--- src/rtl/deck_ram_arbiter_pkg.sv ---
// Shared definitions for the deck RAM arbiter.
//   - Deck geometry (DECK_SIZE, ADDR_W, DATA_W) and requester count.
//   - Requester index constants for the loader, shuffler and dealer engines.
//   - Arbiter FSM state encoding.
//   - next_index(): round-robin successor of a requester index.
package deck_ram_arbiter_pkg;

    localparam int NUM_REQ   = 3;
    localparam int ADDR_W    = 6;
    localparam int DATA_W    = 4;
    localparam int DECK_SIZE = 52;

    localparam int REQ_LOADER   = 0;
    localparam int REQ_SHUFFLER = 1;
    localparam int REQ_DEALER   = 2;

    typedef enum logic {
        IDLE = 1'b0,
        OWN  = 1'b1
    } arb_state_e;

    function automatic int next_index(input int idx, input int n);
        return (idx + 1 >= n) ? 0 : idx + 1;
    endfunction

endpackage

--- src/rtl/deck_ram_arbiter_rr_picker.sv ---
// Combinational round-robin picker.
// Scans req starting at rr_ptr (wrapping) and returns the first set bit.
//   req        in   per-requester request bits
//   rr_ptr     in   index with the highest priority this round
//   winner     out  one-hot winner (all zero when no request)
//   winner_idx out  index of the winner (0 when no request)
module deck_ram_arbiter_rr_picker #(
    parameter int NUM_REQ = 3,
    parameter int IDX_W   = 2
) (
    input  logic [NUM_REQ-1:0] req,
    input  logic [IDX_W-1:0]   rr_ptr,
    output logic [NUM_REQ-1:0] winner,
    output logic [IDX_W-1:0]   winner_idx
);

    logic found;
    int   idx;

    always_comb begin
        winner     = '0;
        winner_idx = '0;
        found      = 1'b0;
        idx        = 0;
        for (int k = 0; k < NUM_REQ; k++) begin
            idx = int'(rr_ptr) + k;
            if (idx >= NUM_REQ) begin
                idx = idx - NUM_REQ;
            end
            if (!found && req[idx]) begin
                found       = 1'b1;
                winner[idx] = 1'b1;
                winner_idx  = IDX_W'(idx);
            end
        end
    end

endmodule

--- src/rtl/deck_ram_arbiter.sv ---
// Deck RAM arbiter: shares the single-port deck RAM between the loader,
// shuffler and dealer engines with round-robin arbitration. A requester that
// holds lock keeps the bus so its multi-access swap sequence stays atomic.
//   clock, reset_n       clock and asynchronous active-low reset
//   req/lock/we          per-requester request, keep-ownership, write select
//   addr/wdata           packed per-requester address and write data
//   gnt                  one-hot, command of requester i accepted this cycle
//   rvalid/rdata         one-hot read return, shared read data (0 when idle)
//   err                  accepted command addressed beyond the deck
//   mem_addr/data/wren   RAM command pins, driven only while granting
//   mem_q                RAM read data, one cycle after the address
module deck_ram_arbiter #(
    parameter int NUM_REQ   = deck_ram_arbiter_pkg::NUM_REQ,
    parameter int ADDR_W    = deck_ram_arbiter_pkg::ADDR_W,
    parameter int DATA_W    = deck_ram_arbiter_pkg::DATA_W,
    parameter int DECK_SIZE = deck_ram_arbiter_pkg::DECK_SIZE
) (
    input  logic                       clock,
    input  logic                       reset_n,
    input  logic [NUM_REQ-1:0]         req,
    input  logic [NUM_REQ-1:0]         lock,
    input  logic [NUM_REQ-1:0]         we,
    input  logic [NUM_REQ*ADDR_W-1:0]  addr,
    input  logic [NUM_REQ*DATA_W-1:0]  wdata,
    output logic [NUM_REQ-1:0]         gnt,
    output logic [NUM_REQ-1:0]         rvalid,
    output logic [DATA_W-1:0]          rdata,
    output logic                       err,
    output logic [ADDR_W-1:0]          mem_addr,
    output logic [DATA_W-1:0]          mem_data,
    output logic                       mem_wren,
    input  logic [DATA_W-1:0]          mem_q
);

    import deck_ram_arbiter_pkg::*;

    localparam int IDX_W = (NUM_REQ > 1) ? $clog2(NUM_REQ) : 1;

    arb_state_e          state_q, state_d;
    logic [IDX_W-1:0]    owner_q, owner_d;
    logic [IDX_W-1:0]    rr_ptr_q, rr_ptr_d;

    // Read-return tracking: one read can be in flight per cycle.
    logic                rvld_q, rvld_d;
    logic [IDX_W-1:0]    rowner_q, rowner_d;
    logic                roor_q, roor_d;

    logic [NUM_REQ-1:0]  pick_onehot;
    logic [IDX_W-1:0]    pick_idx;

    logic [ADDR_W-1:0]   cmd_addr;
    logic [DATA_W-1:0]   cmd_data;
    logic                cmd_oor;

    deck_ram_arbiter_rr_picker #(
        .NUM_REQ (NUM_REQ),
        .IDX_W   (IDX_W)
    ) u_picker (
        .req        (req),
        .rr_ptr     (rr_ptr_q),
        .winner     (pick_onehot),
        .winner_idx (pick_idx)
    );

    // Command fields of the current owner.
    always_comb begin
        cmd_addr = addr[int'(owner_q)*ADDR_W +: ADDR_W];
        cmd_data = wdata[int'(owner_q)*DATA_W +: DATA_W];
        cmd_oor  = (int'(cmd_addr) >= DECK_SIZE);
    end

    always_comb begin
        state_d  = state_q;
        owner_d  = owner_q;
        rr_ptr_d = rr_ptr_q;
        gnt      = '0;
        err      = 1'b0;
        mem_addr = '0;
        mem_data = '0;
        mem_wren = 1'b0;
        rvld_d   = 1'b0;
        rowner_d = owner_q;
        roor_d   = 1'b0;

        case (state_q)
            IDLE: begin
                if (|pick_onehot) begin
                    owner_d = pick_idx;
                    state_d = OWN;
                end
            end
            OWN: begin
                if (req[owner_q]) begin
                    gnt[owner_q] = 1'b1;
                    mem_addr     = cmd_addr;
                    mem_data     = cmd_data;
                    // Out-of-range commands are accepted but never reach the RAM.
                    mem_wren     = we[owner_q] & ~cmd_oor;
                    err          = cmd_oor;
                    rvld_d       = ~we[owner_q];
                    roor_d       = cmd_oor;
                end
                // Dropping req ends ownership even when locked, without an access.
                if (!req[owner_q] || !lock[owner_q]) begin
                    state_d  = IDLE;
                    rr_ptr_d = IDX_W'(next_index(int'(owner_q), NUM_REQ));
                end
            end
            default: begin
                state_d = IDLE;
            end
        endcase
    end

    always_ff @(posedge clock or negedge reset_n) begin
        if (!reset_n) begin
            state_q  <= IDLE;
            owner_q  <= '0;
            rr_ptr_q <= '0;
            rvld_q   <= 1'b0;
            rowner_q <= '0;
            roor_q   <= 1'b0;
        end else begin
            state_q  <= state_d;
            owner_q  <= owner_d;
            rr_ptr_q <= rr_ptr_d;
            rvld_q   <= rvld_d;
            rowner_q <= rowner_d;
            roor_q   <= roor_d;
        end
    end

    // Read return: an out-of-range read reports valid with zero data.
    always_comb begin
        rvalid = '0;
        rdata  = '0;
        if (rvld_q) begin
            rvalid[rowner_q] = 1'b1;
            if (!roor_q) begin
                rdata = mem_q;
            end
        end
    end

endmodule

--- config.mk ---
export PLATFORM = sky130hd
export DESIGN_NAME = deck_ram_arbiter
export DESIGN_NICKNAME = d
export VERILOG_FILES = /design/src/rtl/deck_ram_arbiter_pkg.sv /design/src/rtl/deck_ram_arbiter_rr_picker.sv /design/src/rtl/deck_ram_arbiter.sv
export SDC_FILE = /design/constraint.sdc
export NUM_CORES = 1
export LEC_CHECK = 0
export ABC_AREA = 1
export CORE_MARGIN = 5
export CORE_UTILIZATION = 35
export CTS_CLUSTER_DIAMETER = 50
export DETAILED_ROUTE_END_ITERATION = 10
export PLACE_DENSITY = 0.83
export SLEW_MARGIN = 20
export SYNTH_ARGS = -nofsm -noshare
export SYNTH_HDL_FRONTEND = slang
export SYNTH_SLANG_ARGS = --single-unit
--- constraint.sdc ---
create_clock -name clock -period 2.41 [get_ports clock]
set_clock_uncertainty 0.15 [all_clocks]
set_input_delay 0.482 -clock clock [delete_from_list [all_inputs] [get_ports clock]]
set_output_delay 0.482 -clock clock [all_outputs]
set_load 0.01 [all_outputs]
# --- Word level (Yosys, flattened, before mapping) ---
# Cells that the tools add are included.
word_totals:
  elab_cells: 106
  regBits: 9
classes:
  n_addsub: 6
  mux: 55
  shifts: 2
  n_lt_le_gt_ge: 15
  n_bitwise: 6
  n_mul: 1
  n_reduce_logical: 15
ops:
  columns: ["operator", "count"]
  rows:
  - [">= comparator 32 x 1 -> 1 bit, second input constant", 3]
  - ["less-than comparator 32 x 4 -> 1 bit, second input constant", 3]
  - ["2-to-1 mux 32 bit", 3]
  - [">= comparator 32 x 3 -> 1 bit, second input constant", 2]
  - ["subtractor 32 x 3 -> 32 bit, second input constant", 2]
  - ["2-to-1 mux 1 bit", 24]
  - ["2-to-1 mux 3 bit", 6]
  - ["variable part select 18 x 6 -> 6 bit", 1]
  - ["2-to-1 mux 4 bit", 4]
  - ["binary-select mux 1 bit (select 2 bit)", 6]
  - ["2-to-1 mux 6 bit", 2]
  - ["variable part select 12 x 5 -> 4 bit", 1]
  - ["demux 1 bit (select 2 bit)", 5]
  - ["2-to-1 mux 2 bit", 4]
  - ["logical AND 1 bit", 7]
  - ["adder 2 x 1 -> 3 bit, second input constant", 2]
  - [">= comparator 6 bit, second input constant", 1]
  - ["less-than comparator 2 x 3 -> 1 bit, second input constant", 2]
  - ["bitwise OR 3 bit", 2]
  - [">= comparator 2 x 1 -> 1 bit, second input constant", 2]
  - ["logical NOT 1 bit", 4]
  - ["multiplier 2 x 2 -> 4 bit, second input constant", 1]
  - ["AND reduction 2 bit", 2]
  - ["adder 2 x 2 -> 3 bit, second input constant", 1]
  - ["other kinds (8)", 10]

# --- Longest topological paths before layout ---
logic_depth:
  word_depth: 15
  depth_mapped: 13
  depth_no_buf: 13

# --- By module ---
# A second synthesis with hierarchy kept.
unflattened:
  hier_cells: 196
  area_unflattened_um2: 1207.4
by_module_without_submodules:
  columns: ["mod", "area_per_inst_um2", "cells_per_inst", "n_inst", "seq_area_each_um2"]
  rows:
  - ["deck_ram_arbiter", 890.9, 134, 1, 225.2]
  - ["deck_ram_arbiter_rr_picker", 316.6, 62, 1, 0.0]

# --- Least setup slack after synthesis ---
# No wires, ideal clock.
synth_path:
  path_type: "flip-flop to output port"
  start: "register owner_q[0]"
  end: "output port mem_addr[0]"
  t_required_ns: 1.778
  n_path_buf: 0
  path_slack_ns: 0.418
  path_stages_with_launch: 10
  arrival_ns: 1.360
  path_cell_list: "dfrtp_1 > inv_1 > nand2_2 > clkinv_2 > nand2_2 > a21oi_4 > nand2_4 > nor2_1 > nand2_1 > nand3_1"
synth_between:
  elab_chain_cells: 4
  word_cells_on_any_way: 6
  cone_classes: "mul: 1; shift: 1; mux: 4"
synth_rtl:
  columns: ["element", "line_no", "text"]
  rows:
  - ["start, declared", "deck_ram_arbiter.sv:40", "logic [IDX_W-1:0] owner_q, owner_d;"]
  - ["start signal, assigned", "deck_ram_arbiter.sv:125", "owner_q <= owner_d;"]
  - ["multiplier 2 x 2 -> 4 bit or binary-select mux 1 bit (select 2 bit) (tied branches)", "deck_ram_arbiter.sv:67, deck_ram_arbiter.sv:93", null]
  - ["variable part select 18 x 6 -> 6 bit or 2-to-1 mux 1 bit (tied branches)", "deck_ram_arbiter.sv:67, deck_ram_arbiter.sv:93", null]
  - ["2-to-1 mux 6 bit *", "deck_ram_arbiter.sv:93", "if (req[owner_q]) begin"]
  - ["2-to-1 mux 6 bit *", "deck_ram_arbiter.sv:85", "case (state_q)"]
  - ["end, declared", "deck_ram_arbiter.sv:29", "output logic [ADDR_W-1:0] mem_addr,"]
# Mark *: on every way between the ends. The rest lies on a longest branch, timed or not. The select of a mux whose other input is x is not followed.

# --- Worst setup path after layout ---
layout_path:
  start: "register owner_q[1]"
  end: "output port mem_addr[3]"
# Same word-level chain as after synthesis.

==> Implementation_results.wiki <==
{| class="wikitable"
! Metric !! Value
|-
| Run status || finished clean
|-
| Root buffer cell || sky130_fd_sc_hd__clkbuf_4
|-
| Initial core utilization || 36.11%
|-
| Fraction of layout cells with a size suffix above 1 || 23.72%
|-
| Global routing usage summed across all routing layers || 15.67%
|-
| Pwr per Cell Area || 963.0 mW/mm2
|-
| Post-Synthesis Mean Instance Area || 5.983 um2
|-
| Fill cell count || 236
|-
| Warning count from the yosys run || 0
|-
| Synthesized netlist net count || 214
|-
| Hold buffer count at cts || 0
|-
| CP Max Fanout || 7
|-
| Critical Path Source Type || flip-flop
|-
| Minimum clock period after layout || 2.331 ns
|-
| Number of clock sinks seen by CTS || 9
|-
| Aggregate routed wire length || 3323 um
|-
| Maximum clock path buffer count || 2
|-
| Total gr overflow || 0
|-
| Number of antenna-violating nets in the routed design || 0
|-
| Maximum ir drop on the vdd rail || 0.7604 mV
|-
| Width of the die || 63.11 um
|-
| Pin count of the biggest net entering global routing || 10
|-
| CTS tree || yes
|-
| DIE AREA || 0.003983 mm2
|-
| Final weighted congestion in routability-driven placement || 0.8416
|-
| RSZ-0062 raised after global routing || yes
|-
| Total number of vias || 1366
|-
| Sort of element at the end of the critical path || primary output
|-
| Path category of the worst min-delay check || in -> async
|-
| Skew-Pair Late Insertion Delay || 0.27 ns
|-
| Placeable core area || 0.002734 mm2
|-
| Number of failing setup endpoints in the final timing report || 0
|-
| Netlist Area Pre-Place || 987.2 um2
|-
| Net count reported at finish || 303
|-
| Final Hold Fails || 0
|-
| Classification of the worst setup path || reg -> out
|-
| Required time of the worst setup path || 1.78 ns
|-
| Iteration count of the initial detailed-routing pass || 4
|-
| Leakage power || 0.9470 nW
|-
| R2R Path End || state_q$_DFF_PN0_
|-
| Synthesized netlist cell count || 165
|-
| Total count of max-transition violations in the final report || 0
|-
| Antenna violations before repair || 0
|-
| Origin of the critical flop-to-flop path || rr_ptr_q[0]$_DFFE_PN0P_
|-
| Actual transition at the worst max-transition pin || 0.3927 ns
|-
| Port Buffer Count || 66
|-
| Non-filler cells, final || 284
|-
| Cell depth of the worst flop-to-flop path || 12
|-
| Average wire length per cell after detail routing || 11.70 um
|-
| Most frequent cells in the layout || sky130_fd_sc_hd__nand2_1 (59), sky130_fd_sc_hd__clkdlybuf4s50_1 (48), sky130_fd_sc_hd__inv_1 (21)
|-
| Number of placement rows || 19
|-
| Maximum clock rate || 429.0 MHz
|-
| Max-Cap Viols || 0
|-
| Vias in the first global route || 1217
|-
| Height of the die || 63.11 um
|-
| Cell area reported after detailed placement || 0.001804 mm2
|-
| Post-detailed-placement half-perimeter wirelength || 2764 um
|-
| Most common library cell in the layout ignoring fill and taps || sky130_fd_sc_hd__nand2_1
|-
| DRC violation count after routing || 0
|-
| H-tree levels || 1
|-
| Total placed cells including tap cells || 277
|-
| Data arrival time of the critical path || 1.70 ns
|-
| Initial detailed-routing violation count || 29
|-
| Ports placed on the boundary || 67
|-
| # diodes || 0
|-
| R2R setup slack || 0.36 ns
|-
| Register bit total from synthesis || 9
|-
| Post-CTS clock slew at the launch and capture registers of the worst setup and hold paths || 0.07 ns
|-
| Number of library cell types mapped by synthesis || 25
|-
| Design Power || 0.001793 W
|-
| Routed vias/inst || 4.810
|-
| Number of clock buffers inserted by TritonCTS || 3
|-
| Synthesis-to-layout area growth || 88.59%
|-
| Post-route clock period utilization || 96.72%
|-
| Sequential-to-total area share from yosys stat || 22.81%
|-
| First-pass GRT wire length || 5216 um
|-
| Max-slew headroom at the worst pin || 73.74%
|-
| Final instance area || 0.001862 mm2
|}
-- cell families after synthesis --
family                   Yosys count  share of synthesized area [%]
AND/OR/NAND/NOR                  105                          46.89
buffers and inverters             27                          12.17
AO/OA/AOI/OAI                     20                          13.06
flip-flops                         9                          22.81
adder cells (fa/ha/maj)            4                          5.070
-- layout make-up --
type                    instances  area [um2]  share of cell area, %
repair buffers                 86       772.0                  41.46
clock buffers                   4       26.28                  1.411
flip-flops and latches          9       226.5                  12.16
inverters                      25       101.3                  5.444
multi-input cells             129       696.9                  37.43
well taps                      31       38.79                  2.083
-- state kept, by name, indices dropped and copies added (netlist names) --
signal	flops
state_q	1
rowner_q	2
rr_ptr_q	2
rvld_q	1
roor_q	1
owner_q	2
-- worst max-delay path, stage by stage, from the launching register on --
cell and delay [ns]:
sky130_fd_sc_hd__dfrtp_2 0.46, sky130_fd_sc_hd__nand2_4 0.08, sky130_fd_sc_hd__clkinv_4 0.07, sky130_fd_sc_hd__nand2_2 0.07, sky130_fd_sc_hd__a21oi_4 0.15, sky130_fd_sc_hd__nand2_4 0.12, sky130_fd_sc_hd__buf_12 0.15, sky130_fd_sc_hd__a31oi_1 0.15
sky130_fd_sc_hd__buf_2 0.16
-- synthesized netlist by cell type (all sizes together) --
master,instances,area [um2]
clkinv,1,5.000
nor2,18,87.58
dfrtp,9,225.2
ha,4,50.05
a221oi,1,8.760
a22oi,1,7.510
inv,24,92.59
buf,2,22.52
nand3,19,95.09
a31oi,6,37.54
nor3,4,25.02
a21oi,4,31.28
nand2,63,249.0
or2,1,6.260
o21ai,8,43.79
-- where the power goes --
group	internal (W)	switching (W)
logic	0.000621	0.000786
clock network	0.0000638	0.0000540
registers	0.000213	0.0000560
total	0.000897	0.000896
-- worst max-delay path by stage --
stage                                 startpoint           to  slack, ns  depth (start not counted)
final                     owner_q[1]$_DFFE_PN0P_  mem_addr[3]       0.08                          8
after global routing      owner_q[1]$_DFFE_PN0P_          err      -0.08                          7
after CTS                 owner_q[1]$_DFFE_PN0P_  mem_data[3]       0.01                          9
after detailed placement                  req[0]  mem_addr[3]      -0.52                          7
after global placement                    req[0]  mem_data[0]      -0.48                          8
after floorplan           owner_q[0]$_DFFE_PN0P_  mem_addr[0]       0.42                          9
-- metrics by stage --
step / hold WS, ns / utilization, % / setup WS (ns) / setup TNS (ns)
floorplan: 0.03641 / - / 0.4177 / 0
global placement: 0.3350 / 66.00 / -0.4838 / -6.343
detailed placement: 0.3402 / 66.00 / -0.5218 / -6.588
CTS: 0.3655 / 66.13 / 0.01385 / 0
global route: 0.3840 / 68.10 / -0.08112 / -0.1045
finish: 0.3504 / 68.10 / 0.07903 / 0
-- what timing repair did --
action | in CTS | in global routing
buffers inserted | 0 | 3
setup endpoints to repair | 15 | 13
resized for setup | 58 | 13
pin swaps | 4 | 6
-- layer usage --
layer / vias up / global-route usage [%] / part of all wire [%]
li1: 703 / - / -
met1: 598 / 18.27 / 38
met2: 59 / 27.44 / 51
met3: 6 / 6.039 / 9.7
met4: 0 / 2.387 / 1.5
met5: - / 0 / 0
No activity file was read; power rests on OpenSTA's default activity.
